### src/rtl/poly_stream_tx_if.sv
// -----------------------------------------------------------------------------
// poly_stream_tx_if
// Handshake/data bundle between a polynomial source and poly_stream_tx.
//
// Signals:
//   LOAD            source -> tx  request to capture poly_in and start a frame
//   poly_in [Nb]    source -> tx  packed polynomial, coeff i at [i*b+b-1 : i*b]
//   HOLD            source -> tx  stall request while streaming
//   WRITE           tx -> source  one-cycle frame-start strobe
//   data_out_ready  tx -> source  data_out valid this cycle
//   data_out [b]    tx -> source  current coefficient (or checksum beat)
//   busy            tx -> source  frame in progress
//   done            tx -> source  one-cycle end-of-frame pulse
//
// Modports: master = polynomial source side, slave = poly_stream_tx side.
// -----------------------------------------------------------------------------
interface poly_stream_tx_if #(
  parameter int b  = 5,
  parameter int Nb = 40
);
  logic          LOAD;
  logic [Nb-1:0] poly_in;
  logic          HOLD;
  logic          WRITE;
  logic          data_out_ready;
  logic [b-1:0]  data_out;
  logic          busy;
  logic          done;

  modport master (
    output LOAD, poly_in, HOLD,
    input  WRITE, data_out_ready, data_out, busy, done
  );

  modport slave (
    input  LOAD, poly_in, HOLD,
    output WRITE, data_out_ready, data_out, busy, done
  );
endinterface

### src/rtl/poly_stream_tx.sv
// -----------------------------------------------------------------------------
// poly_stream_tx
// Captures a packed polynomial on LOAD and streams its N coefficients, LSB
// slice first, one per cycle, stallable with HOLD. A frame is:
//   START (WRITE strobe) -> N data beats -> [checksum beat] -> DONE pulse.
//
// Ports:
//   clk    rising-edge clock
//   reset  synchronous active-high reset
//   bus    poly_stream_tx_if.slave (LOAD, poly_in, HOLD in; WRITE,
//          data_out_ready, data_out, busy, done out; all outputs registered)
//
// Build option:
//   POLY_CHECKSUM_EN  when defined, a CHK state appends one beat carrying the
//                     sum of all N coefficients modulo 2^b.
//
// The state register names the phase of the *current* cycle; every output is
// registered from the next state so it lines up with that phase: LOAD seen at
// edge k gives WRITE in cycle k+1 and coeff[0] in cycle k+2 (HOLD low).
// -----------------------------------------------------------------------------
module poly_stream_tx #(
  parameter int p    = 17,
  parameter int N    = 8,
  parameter int logN = 3,
  parameter int b    = 5,
  parameter int Nb   = N * b
) (
  input logic             clk,
  input logic             reset,
  poly_stream_tx_if.slave bus
);

`ifdef POLY_CHECKSUM_EN
  typedef enum logic [2:0] {
    S_IDLE  = 3'd0,
    S_START = 3'd1,
    S_SEND  = 3'd2,
    S_CHK   = 3'd3,
    S_DONE  = 3'd4
  } state_t;
`else
  typedef enum logic [2:0] {
    S_IDLE  = 3'd0,
    S_START = 3'd1,
    S_SEND  = 3'd2,
    S_DONE  = 3'd4
  } state_t;
`endif

  localparam logic [logN-1:0] LAST_IDX = logN'(N - 1);

  // p only exists to keep the parameter set aligned with the polynomial store;
  // an empty g_bad_params block in the hierarchy flags an inconsistent set.
  localparam bit PARAMS_OK = (N == (1 << logN)) && (Nb == N * b) && (p > 1);
  if (!PARAMS_OK) begin : g_bad_params
  end

  // Extract coefficient idx from a packed polynomial.
  function automatic logic [b-1:0] coeff_at(input logic [Nb-1:0] poly,
                                            input logic [logN-1:0] idx);
    logic [Nb-1:0] shifted;
    shifted = poly >> (idx * b);
    return shifted[b-1:0];
  endfunction

  state_t          state_q, state_d;
  logic [Nb-1:0]   shadow_q, shadow_d;
  logic [logN-1:0] idx_q, idx_d;
  // Set once the last beat of the current state has been issued; the index
  // itself stops at N-1 instead of wrapping.
  logic            sent_q, sent_d;
  logic            write_q, write_d;
  logic            ready_q, ready_d;
  logic [b-1:0]    dout_q, dout_d;
  logic            busy_q, busy_d;
  logic            done_q, done_d;
  logic [b-1:0]    coeff_s;
`ifdef POLY_CHECKSUM_EN
  logic [b-1:0]    sum_q, sum_d;
`endif

  // Next-state and next-output logic.
  always_comb begin
    state_d  = state_q;
    shadow_d = shadow_q;
    idx_d    = idx_q;
    sent_d   = sent_q;
    dout_d   = dout_q;
    ready_d  = 1'b0;
`ifdef POLY_CHECKSUM_EN
    sum_d    = sum_q;
`endif
    coeff_s  = coeff_at(shadow_q, idx_q);

    case (state_q)
      S_IDLE, S_DONE: begin
        if (bus.LOAD) begin
          state_d  = S_START;
          shadow_d = bus.poly_in;
          idx_d    = '0;
          sent_d   = 1'b0;
`ifdef POLY_CHECKSUM_EN
          sum_d    = '0;
`endif
        end else begin
          state_d = S_IDLE;
        end
      end

      // The edge leaving START already issues coeff[0] when HOLD is low.
      S_START, S_SEND: begin
        if (sent_q) begin
          sent_d = 1'b0;
`ifdef POLY_CHECKSUM_EN
          state_d = S_CHK;
          if (!bus.HOLD) begin
            dout_d  = sum_q;
            ready_d = 1'b1;
            sent_d  = 1'b1;
          end else begin
            ready_d = 1'b0;
          end
`else
          state_d = S_DONE;
`endif
        end else begin
          state_d = S_SEND;
          if (!bus.HOLD) begin
            dout_d  = coeff_s;
            ready_d = 1'b1;
`ifdef POLY_CHECKSUM_EN
            sum_d   = sum_q + coeff_s;
`endif
            if (idx_q == LAST_IDX) begin
              sent_d = 1'b1;
            end else begin
              idx_d = idx_q + logN'(1'b1);
            end
          end else begin
            ready_d = 1'b0;
          end
        end
      end

`ifdef POLY_CHECKSUM_EN
      S_CHK: begin
        if (sent_q) begin
          state_d = S_DONE;
          sent_d  = 1'b0;
        end else if (!bus.HOLD) begin
          dout_d  = sum_q;
          ready_d = 1'b1;
          sent_d  = 1'b1;
        end else begin
          ready_d = 1'b0;
        end
      end
`endif

      default: begin
        state_d = S_IDLE;
      end
    endcase

    write_d = (state_d == S_START);
`ifdef POLY_CHECKSUM_EN
    busy_d  = (state_d == S_START) || (state_d == S_SEND) || (state_d == S_CHK);
`else
    busy_d  = (state_d == S_START) || (state_d == S_SEND);
`endif
    done_d  = (state_d == S_DONE);
  end

  // State, datapath and output registers.
  always_ff @(posedge clk) begin
    if (reset) begin
      state_q  <= S_IDLE;
      shadow_q <= '0;
      idx_q    <= '0;
      sent_q   <= 1'b0;
      write_q  <= 1'b0;
      ready_q  <= 1'b0;
      dout_q   <= '0;
      busy_q   <= 1'b0;
      done_q   <= 1'b0;
`ifdef POLY_CHECKSUM_EN
      sum_q    <= '0;
`endif
    end else begin
      state_q  <= state_d;
      shadow_q <= shadow_d;
      idx_q    <= idx_d;
      sent_q   <= sent_d;
      write_q  <= write_d;
      ready_q  <= ready_d;
      dout_q   <= dout_d;
      busy_q   <= busy_d;
      done_q   <= done_d;
`ifdef POLY_CHECKSUM_EN
      sum_q    <= sum_d;
`endif
    end
  end

  assign bus.WRITE          = write_q;
  assign bus.data_out_ready = ready_q;
  assign bus.data_out       = dout_q;
  assign bus.busy           = busy_q;
  assign bus.done           = done_q;

endmodule

### src/flat_wrapper.sv
// flat-port wrapper written by rule: the top's interface ports become plain ports
module poly_stream_tx_flat 
#(
  parameter int p    = 17,
  parameter int N    = 8,
  parameter int logN = 3,
  parameter int b    = 5,
  parameter int Nb   = N * b
)
  (clk, reset, bus_LOAD, bus_poly_in, bus_HOLD, bus_WRITE, bus_data_out_ready, bus_data_out, bus_busy, bus_done);
  poly_stream_tx_if #(.b(b), .Nb(Nb)) bus_i ();
  input logic clk;
  input logic reset;
  input wire logic [$bits(bus_i.LOAD)-1:0] bus_LOAD;
  input wire logic [$bits(bus_i.poly_in)-1:0] bus_poly_in;
  input wire logic [$bits(bus_i.HOLD)-1:0] bus_HOLD;
  output wire logic [$bits(bus_i.WRITE)-1:0] bus_WRITE;
  output wire logic [$bits(bus_i.data_out_ready)-1:0] bus_data_out_ready;
  output wire logic [$bits(bus_i.data_out)-1:0] bus_data_out;
  output wire logic [$bits(bus_i.busy)-1:0] bus_busy;
  output wire logic [$bits(bus_i.done)-1:0] bus_done;
  assign bus_i.LOAD = bus_LOAD;
  assign bus_i.poly_in = bus_poly_in;
  assign bus_i.HOLD = bus_HOLD;
  assign bus_WRITE = bus_i.WRITE;
  assign bus_data_out_ready = bus_i.data_out_ready;
  assign bus_data_out = bus_i.data_out;
  assign bus_busy = bus_i.busy;
  assign bus_done = bus_i.done;
  poly_stream_tx #(.p(p), .N(N), .logN(logN), .b(b), .Nb(Nb)) u_core (.clk(clk), .reset(reset), .bus(bus_i));
endmodule
### config.mk
export PLATFORM = sky130hd
export DESIGN_NAME = poly_stream_tx_flat
export DESIGN_NICKNAME = d
export VERILOG_FILES = /design/src/rtl/poly_stream_tx_if.sv /design/src/rtl/poly_stream_tx.sv /design/src/flat_wrapper.sv
export SDC_FILE = /design/constraint.sdc
export NUM_CORES = 1
export LEC_CHECK = 0
export CORE_AREA = 2 2 73 75
export CTS_BUF_LIST = sky130_fd_sc_hd__clkbuf_4 sky130_fd_sc_hd__clkbuf_8
export DETAILED_ROUTE_END_ITERATION = 7
export DIE_AREA = 0 0 75 77
export GPL_TIMING_DRIVEN = 0
export PLACE_DENSITY = 0.78
export REMOVE_ABC_BUFFERS = 1
export SLEW_MARGIN = 20
export SYNTH_ARGS = -nofsm -noshare
export SYNTH_HDL_FRONTEND = slang
export SYNTH_SLANG_ARGS = --single-unit
### constraint.sdc
create_clock -name clk -period 2.6 [get_ports clk]
set_clock_uncertainty 0.15 [all_clocks]
set_input_delay 0.52 -clock clk [delete_from_list [all_inputs] [get_ports clk]]
set_output_delay 0.52 -clock clk [all_outputs]
set_load 0.01 [all_outputs]
==> results.tsv, run 1 <==
stage	metric	value	unit
logic_synthesis	Syn Std Cell Area	2200	sq um
power_and_ir_drop	Max IR drop VDD	0.000341	V
finish	non-filler cells, final	370	
setup_path	Arr. time, crit path	2.16	ns
placement	Place WS	0.249	ns
clock_tree	Worst-path clk slew	0.10	ns
logic_synthesis	Mean Syn Cell Area	8.71	sq um
logic_synthesis	main combinational cell family by area after synthesis	simple AND/OR/NAND/NOR gates	
placement	Post-DP Area	2790	sq um
clock_tree	CTS tree	built	
route	Detail Route Antenna Nets	0	
setup_path	Worst Path Required	2.70	ns
floorplan	die width	75	microns
setup_path	CP most frequent cell	ha_1	
floorplan	# rows	26	
power_and_ir_drop	Pleak	1.06	nW
run_status	status	complete, no violations	
route	starting DRC count in detailed routing	99	
timing	f_max	486	MHz
global_routing	grt ovf	0	
global_routing	vias in the first global route	1732	
global_routing	initial antenna violation count	0	
logic_synthesis	dominant cells by area after synthesis	dfxtp_1 51%, nand2_1 14%, a21oi_1 10%	
global_routing	global-route wire length before repair	7.46	mm
timing	final slew viol count	0	
placement	DP Wirelength	3.08	mm
finish	layout cells sized above 1	8.67	%
timing	final setup fails	0	
placement	PortBufs	52	
setup_path	WS Path Type	reg -> reg	
clock_tree	total CTS buffers	5	
setup_path	CP peak stage delay	0.82	ns
hold_path	Worst Hold Class	reg -> reg	
global_routing	M2 GR Usage	27.4	%
finish	antenna cells	0	
clock_tree	Root Buffer	clkbuf_8	
finish	fin area	2910	sq um
global_routing	largest net degree at the start of global routing	47	
floorplan	Core Box Area	4980	sq um
finish	Area growth syn-to-layout	32.7	%
job	max cap viols	0	
timing	final hold violation count	0	
route	Avg Vias per Cell	4.89	
finish	final net count	345	
route	WL final	4.45	mm
timing	crit path time final	2.06	ns
logic_synthesis	xor and xnor area share after synthesis	0.798	%
logic_synthesis	top-area cell type share of the netlist area	51.1	%
clock_tree	Longest Clk Path Bufs	2	
logic_synthesis	Mapped Cells	252	
route	via count	1809	
setup_path	CP cell instances	ha_1 > ha_1 > or4b_1 > a21oi_1	
timing	Final period util	79.2	%
clock_tree	later-pin clock latency in the skew report	0.31	ns
placement	dpl cells	362	
logic_synthesis	sequential fraction of the synthesis area	51.1	%
floorplan	I/O pin total	53	
logic_synthesis	Yosys warning count	0	
finish	# fillers	473	
logic_synthesis	post-synthesis mux area share	10.3	%
logic_synthesis	cell taking the most area after synthesis	dfxtp_1	
global_routing	GR Layer Usage met3	4.86	%
route	drt wl/cell	12.0	microns
setup_path	Startpoint Class	register	
clock_tree	H-tree depth	2	
timing	unrepaired setup endpoints after global routing	no	
setup_path	critical path's slowest cell	dfxtp_1	
global_routing	gr busiest metal	met2	
clock_tree	post-CTS setup buffers	0	
timing	hold slack	0.307	ns
timing	max_slew headroom	45.3	%
logic_synthesis	post-synthesis adder-cell area fraction	1.14	%
clock_tree	post-CTS resize count	0	
floorplan	Initial Util	44.1	%
clock_tree	Post-CTS Hold Fix Bufs	0	
logic_synthesis	Yosys reg bits	56	
floorplan	die area	5780	sq um
finish	Util after Layout	58.5	%
timing	measured slew at the worst slew-check pin	0.817	ns
timing	PnR worst setup slack	0.541	ns
route	Detailed Routing Iterations Pass 1	6	
setup_path	crit end category	register	
clock_tree	clk sink count	56	
setup_path	Crit Path Max Fanout	12	
placement	Placer Congestion	0.724	
global_routing	met1 Use GR	19.9	%
logic_synthesis	Cell variety after synth	21	
floorplan	chip height	77	microns
route	DRC	0	
power_and_ir_drop	cell area power density	632	nW/um^2
logic_synthesis	Post-Synth Simple-Gate Area	22.1	%
logic_synthesis	Synth Area in Compound Gates	11.7	%
global_routing	Total GRT Usage	16.4	%
## cells in the final DEF, fill, tap and decap left out, drive strengths merged
master	netlist	final
a21oi	45	45
nand3	3	3
dfxtp	56	56
nand2b	1	1
or4b	1	1
inv	1	1
bufinv	0	1
o22ai	5	5
nor2	10	10
nand2	84	84
xnor2	1	1
mux4	10	10
nor3b	3	3
clkbuf	14	7
clkdlybuf4s50	0	51
or3	3	3
nand3b	2	2
ha	2	2
xor2	1	1
nor3	8	8
buf	2	5
## worst paths after layout
path / startpoint / endpoint / slack, ns / depth (start not counted)
setup / recovery: u_core.idx_q[1]$_SDFFE_PP0P_ / u_core.sent_q$_SDFFE_PP0P_ / 0.54 / 4
hold / removal: u_core.shadow_q[38]$_SDFFE_PP0P_ / u_core.shadow_q[38]$_SDFFE_PP0P_ / 0.31 / 2
setup reg to reg: u_core.idx_q[1]$_SDFFE_PP0P_ / u_core.sent_q$_SDFFE_PP0P_ / 0.54 / 4
hold reg to reg: u_core.shadow_q[38]$_SDFFE_PP0P_ / u_core.shadow_q[38]$_SDFFE_PP0P_ / 0.31 / 2
## flip-flops by register name, summed over array words and instances, names as in the netlist, 3 cells and up
| register | cells |
|---|---|
| u_core.shadow_q | 40 |
| u_core.bus.data_out | 5 |
| u_core.idx_q | 3 |
| u_core.state_q | 3 |
## critical path, delay by kind of cell, from the launching register on
kind                     cells  cell delay, ns
flip-flops                   1            0.82
adder cells (fa/ha/maj)      2            0.46
AND/OR/NAND/NOR              1            0.44
AO/OA/AOI/OAI                1            0.13
## logic make-up (layout without fill, tap and decap cells)
| logic type | count (synthesis) | after routing |
|---|---|---|
| AOI/OAI and AO/OA | 50 | 50 |
| xor gates and xnor gates | 2 | 2 |
| adders and majority gates | 2 | 2 |
| buffers and inverters | 17 | 65 |
| DFF | 56 | 56 |
| muxes | 10 | 10 |
| and+or+nand+nor | 115 | 115 |
## final cells by class
cell class                 instances  area [sq um]  area share (%)
clock buffer                       7          96.3            3.31
clock inverter                     1          30.0            1.03
inverter                           1          3.75           0.129
multi-input combinational        179          1020            34.9
sequential                        56          1120            38.5
tap                               70          87.6            3.01
timing repair buffer              56           558            19.1
## through the flow
stage                     total power [mW]  setup TNS [ns]
after floorplan                       1.11          -24.61
after global placement                1.24          -94.89
after detailed placement              1.25               0
after CTS                             1.86               0
after global routing                  1.93               0
final                                 1.84               0
## layer usage
| layer | vias to the layer above | part of all wire [%] |
|---|---|---|
| met5 | - | 0 |
| met4 | 0 | 1.3 |
| met3 | 6 | 5.5 |
| met2 | 45 | 48 |
| met1 | 815 | 46 |
| li1 | 943 | - |
## cell usage after synthesis
cell type and count:
nand3_1 3, nor2_1 10, buf_2 1, o22ai_1 5, buf_1 1, or3_1 3, xnor2_1 1, dfxtp_1 56
xor2_1 1, or4b_1 1, nand2b_1 1, clkbuf_1 14, nand3b_1 2, nor3b_1 3, mux4_2 10, nor3_2 1
nor3_1 7, ha_1 2, inv_1 1, a21oi_1 45, nand2_1 84
## report_power, final
group          leakage [nW]  internal [mW]  switching, mW
Sequential            0.459          0.918         0.0312
Combinational         0.535          0.148          0.134
Clock                0.0645          0.340          0.270
Note: power is estimated with default switching activity, not from simulation.
==> inputs of run 2 (changes only) <==
==> constraint.sdc (replaced) <==
create_clock -name clk -period 1.9 [get_ports clk]
set_clock_uncertainty 0.15 [all_clocks]
set_input_delay 0.38 -clock clk [delete_from_list [all_inputs] [get_ports clk]]
set_output_delay 0.38 -clock clk [all_outputs]
set_load 0.01 [all_outputs]
==> run 2 against run 1 <==
Effect of this change:
- worst hold slack about the same
- die area stayed put
- critical path depth shrank 1
- first-iteration DRC count rose by 9.1%
- flip-flop and latch count unchanged
- critical path type unchanged
- largest power group unchanged
==> results.tsv, run 2 (same netlist as run 1, synthesis figures left out) <==
stage	metric	value	unit
run_status	status	complete, no violations	
finish	antenna cells	0	
clock_tree	Longest Clk Path Bufs	2	
route	starting DRC count in detailed routing	108	
clock_tree	Worst-path clk slew	0.10	ns
power_and_ir_drop	Max IR drop VDD	0.000466	V
floorplan	Core Box Area	4980	sq um
power_and_ir_drop	cell area power density	861	nW/um^2
power_and_ir_drop	Power Total	2.52	mW
placement	DP Wirelength	3.08	mm
setup_path	Reg-to-Reg End	u_core.sent_q$_SDFFE_PP0P_	
setup_path	CP cell instances	ha_1 > or4b_1 > a21oi_1	
global_routing	Total GRT Usage	16.4	%
clock_tree	H-tree depth	2	
finish	final net count	345	
finish	Util after Layout	58.8	%
finish	max FFs per register	40	
setup_path	Worst Path Required	2.00	ns
floorplan	# rows	26	
global_routing	largest net degree at the start of global routing	47	
floorplan	Initial Util	44.1	%
hold_path	Hold Path Depth	2	
route	drt wl/cell	12.0	microns
timing	measured slew at the worst slew-check pin	0.828	ns
finish	multi-input logic area	1020	sq um
global_routing	vias in the first global route	1742	
route	Avg Vias per Cell	4.89	
timing	f_max	561	MHz
global_routing	initial antenna violation count	0	
hold_path	Worst Hold Class	reg -> reg	
global_routing	grt ovf	0	
setup_path	Crit Path Max Fanout	12	
clock_tree	later-pin clock latency in the skew report	0.31	ns
timing	final slew viol count	0	
hold_path	HP Start	u_core.shadow_q[38]$_SDFFE_PP0P_	
floorplan	chip height	77	microns
floorplan	die area	5780	sq um
clock_tree	total CTS buffers	5	
finish	commonest non-fill, non-tap cell in the layout	nand2_1	
timing	max_slew headroom	44.6	%
setup_path	crit end category	register	
timing	final setup fails	0	
hold_path	hold-critical path endpoint	u_core.shadow_q[38]$_SDFFE_PP0P_	
setup_path	critical path's slowest cell	dfxtp_1	
setup_path	Arr. time, crit path	1.88	ns
finish	most frequent cells in the layout	83 x nand2_1, 55 x dfxtp_1, 51 x clkdlybuf4s50_1, 45 x a21oi_1	
finish	Reg area	1120	sq um
timing	setup_tns	0	ns
floorplan	die width	75	microns
setup_path	CP peak stage delay	0.71	ns
setup_path	Bufs and invs on worst path	0	
clock_tree	clk sink count	56	
timing	unrepaired setup endpoints after global routing	no	
route	Detail Route Antenna Nets	0	
setup_path	Startpoint Class	register	
route	DRC	0	
clock_tree	post-CTS setup buffers	0	
placement	PortBufs	52	
finish	# fillers	468	
finish	Area growth syn-to-layout	33.3	%
clock_tree	post-CTS resize count	1	
setup_path	FF-to-FF path depth	3	
finish	layout cells sized above 1	9.00	%
clock_tree	CTS tree	built	
setup_path	CP top delay family	flip-flops	
clock_tree	Post-CTS Hold Fix Bufs	0	
setup_path	R2R Setup Slk	0.12	ns
timing	final hold violation count	0	
finish	fin area	2930	sq um
job	max cap viols	0	
route	Detailed Routing Iterations Pass 1	4	
power_and_ir_drop	Pleak	1.06	nW
placement	Placer Congestion	0.724	
global_routing	global-route wire length before repair	7.46	mm
route	via count	1810	
timing	crit path time final	1.78	ns
floorplan	I/O pin total	53	
setup_path	RR Startpoint	u_core.idx_q[2]$_SDFFE_PP0P_	
setup_path	WS Path Type	reg -> reg	
timing	Final period util	93.8	%
clock_tree	Root Buffer	clkbuf_8	
placement	Post-DP Area	2790	sq um
finish	Most flops, register	u_core.shadow_q	
route	WL final	4.45	mm
## run 2: worst max-delay path by stage
stage                                       startpoint                          endpoint  slack [ns]  cells past startpoint
after floorplan                               bus_LOAD      u_core.idx_q[0]$_SDFFE_PP0P_       -1.23                      3
final                     u_core.idx_q[2]$_SDFFE_PP0P_        u_core.sent_q$_SDFFE_PP0P_        0.12                      3
after detailed placement                      bus_LOAD  u_core.shadow_q[33]$_SDFFE_PP0P_       -0.31                      6
after global placement                        bus_LOAD   u_core.shadow_q[1]$_SDFFE_PP0P_       -2.95                      4
after global routing      u_core.idx_q[2]$_SDFFE_PP0P_        u_core.sent_q$_SDFFE_PP0P_        0.02                      3
after CTS                                     bus_LOAD   u_core.shadow_q[8]$_SDFFE_PP0P_       0.008                      6
## run 2: cell type report
cell class / count / share of cell area (%)
clock buffers: 7 / 3.29
clock inverters: 1 / 1.03
inverters: 1 / 0.128
multi-input cells: 179 / 35.0
flip-flops and latches: 56 / 38.4
well taps: 70 / 2.99
repair buffers: 56 / 19.2
## run 2: layer usage
layer / global-route usage (%) / routed length (microns)
met5: 0 / 0
met2: 27.4 / 2130
met3: 4.86 / 230
met1: 19.8 / 2030
met4: 5.36 / 59
## run 2: power breakdown
group / switching [mW] / internal (mW)
clock: 0.367 / 0.465
combinational: 0.185 / 0.206
sequential: 0.0439 / 1.25
total: 0.596 / 1.93
## run 2: worst register-to-register path, cell delays in order, from the launching register on
cell,delay [ns]
dfxtp_1,0.71
ha_1,0.30
or4b_1,0.44
a21oi_1,0.12
## run 2: per-stage QoR
stage / hold WS (ns) / instances / setup slack, ns
6_report: 0.307 / 370 / 0.119
4_1_cts: 0.308 / 370 / 0.00821
2_1_floorplan: 0.277 / 236 / -1.23
3_5_place_dp: 0.295 / 362 / -0.311
5_1_grt: 0.326 / 370 / 0.0242
3_3_place_gp: 0.290 / 358 / -2.95
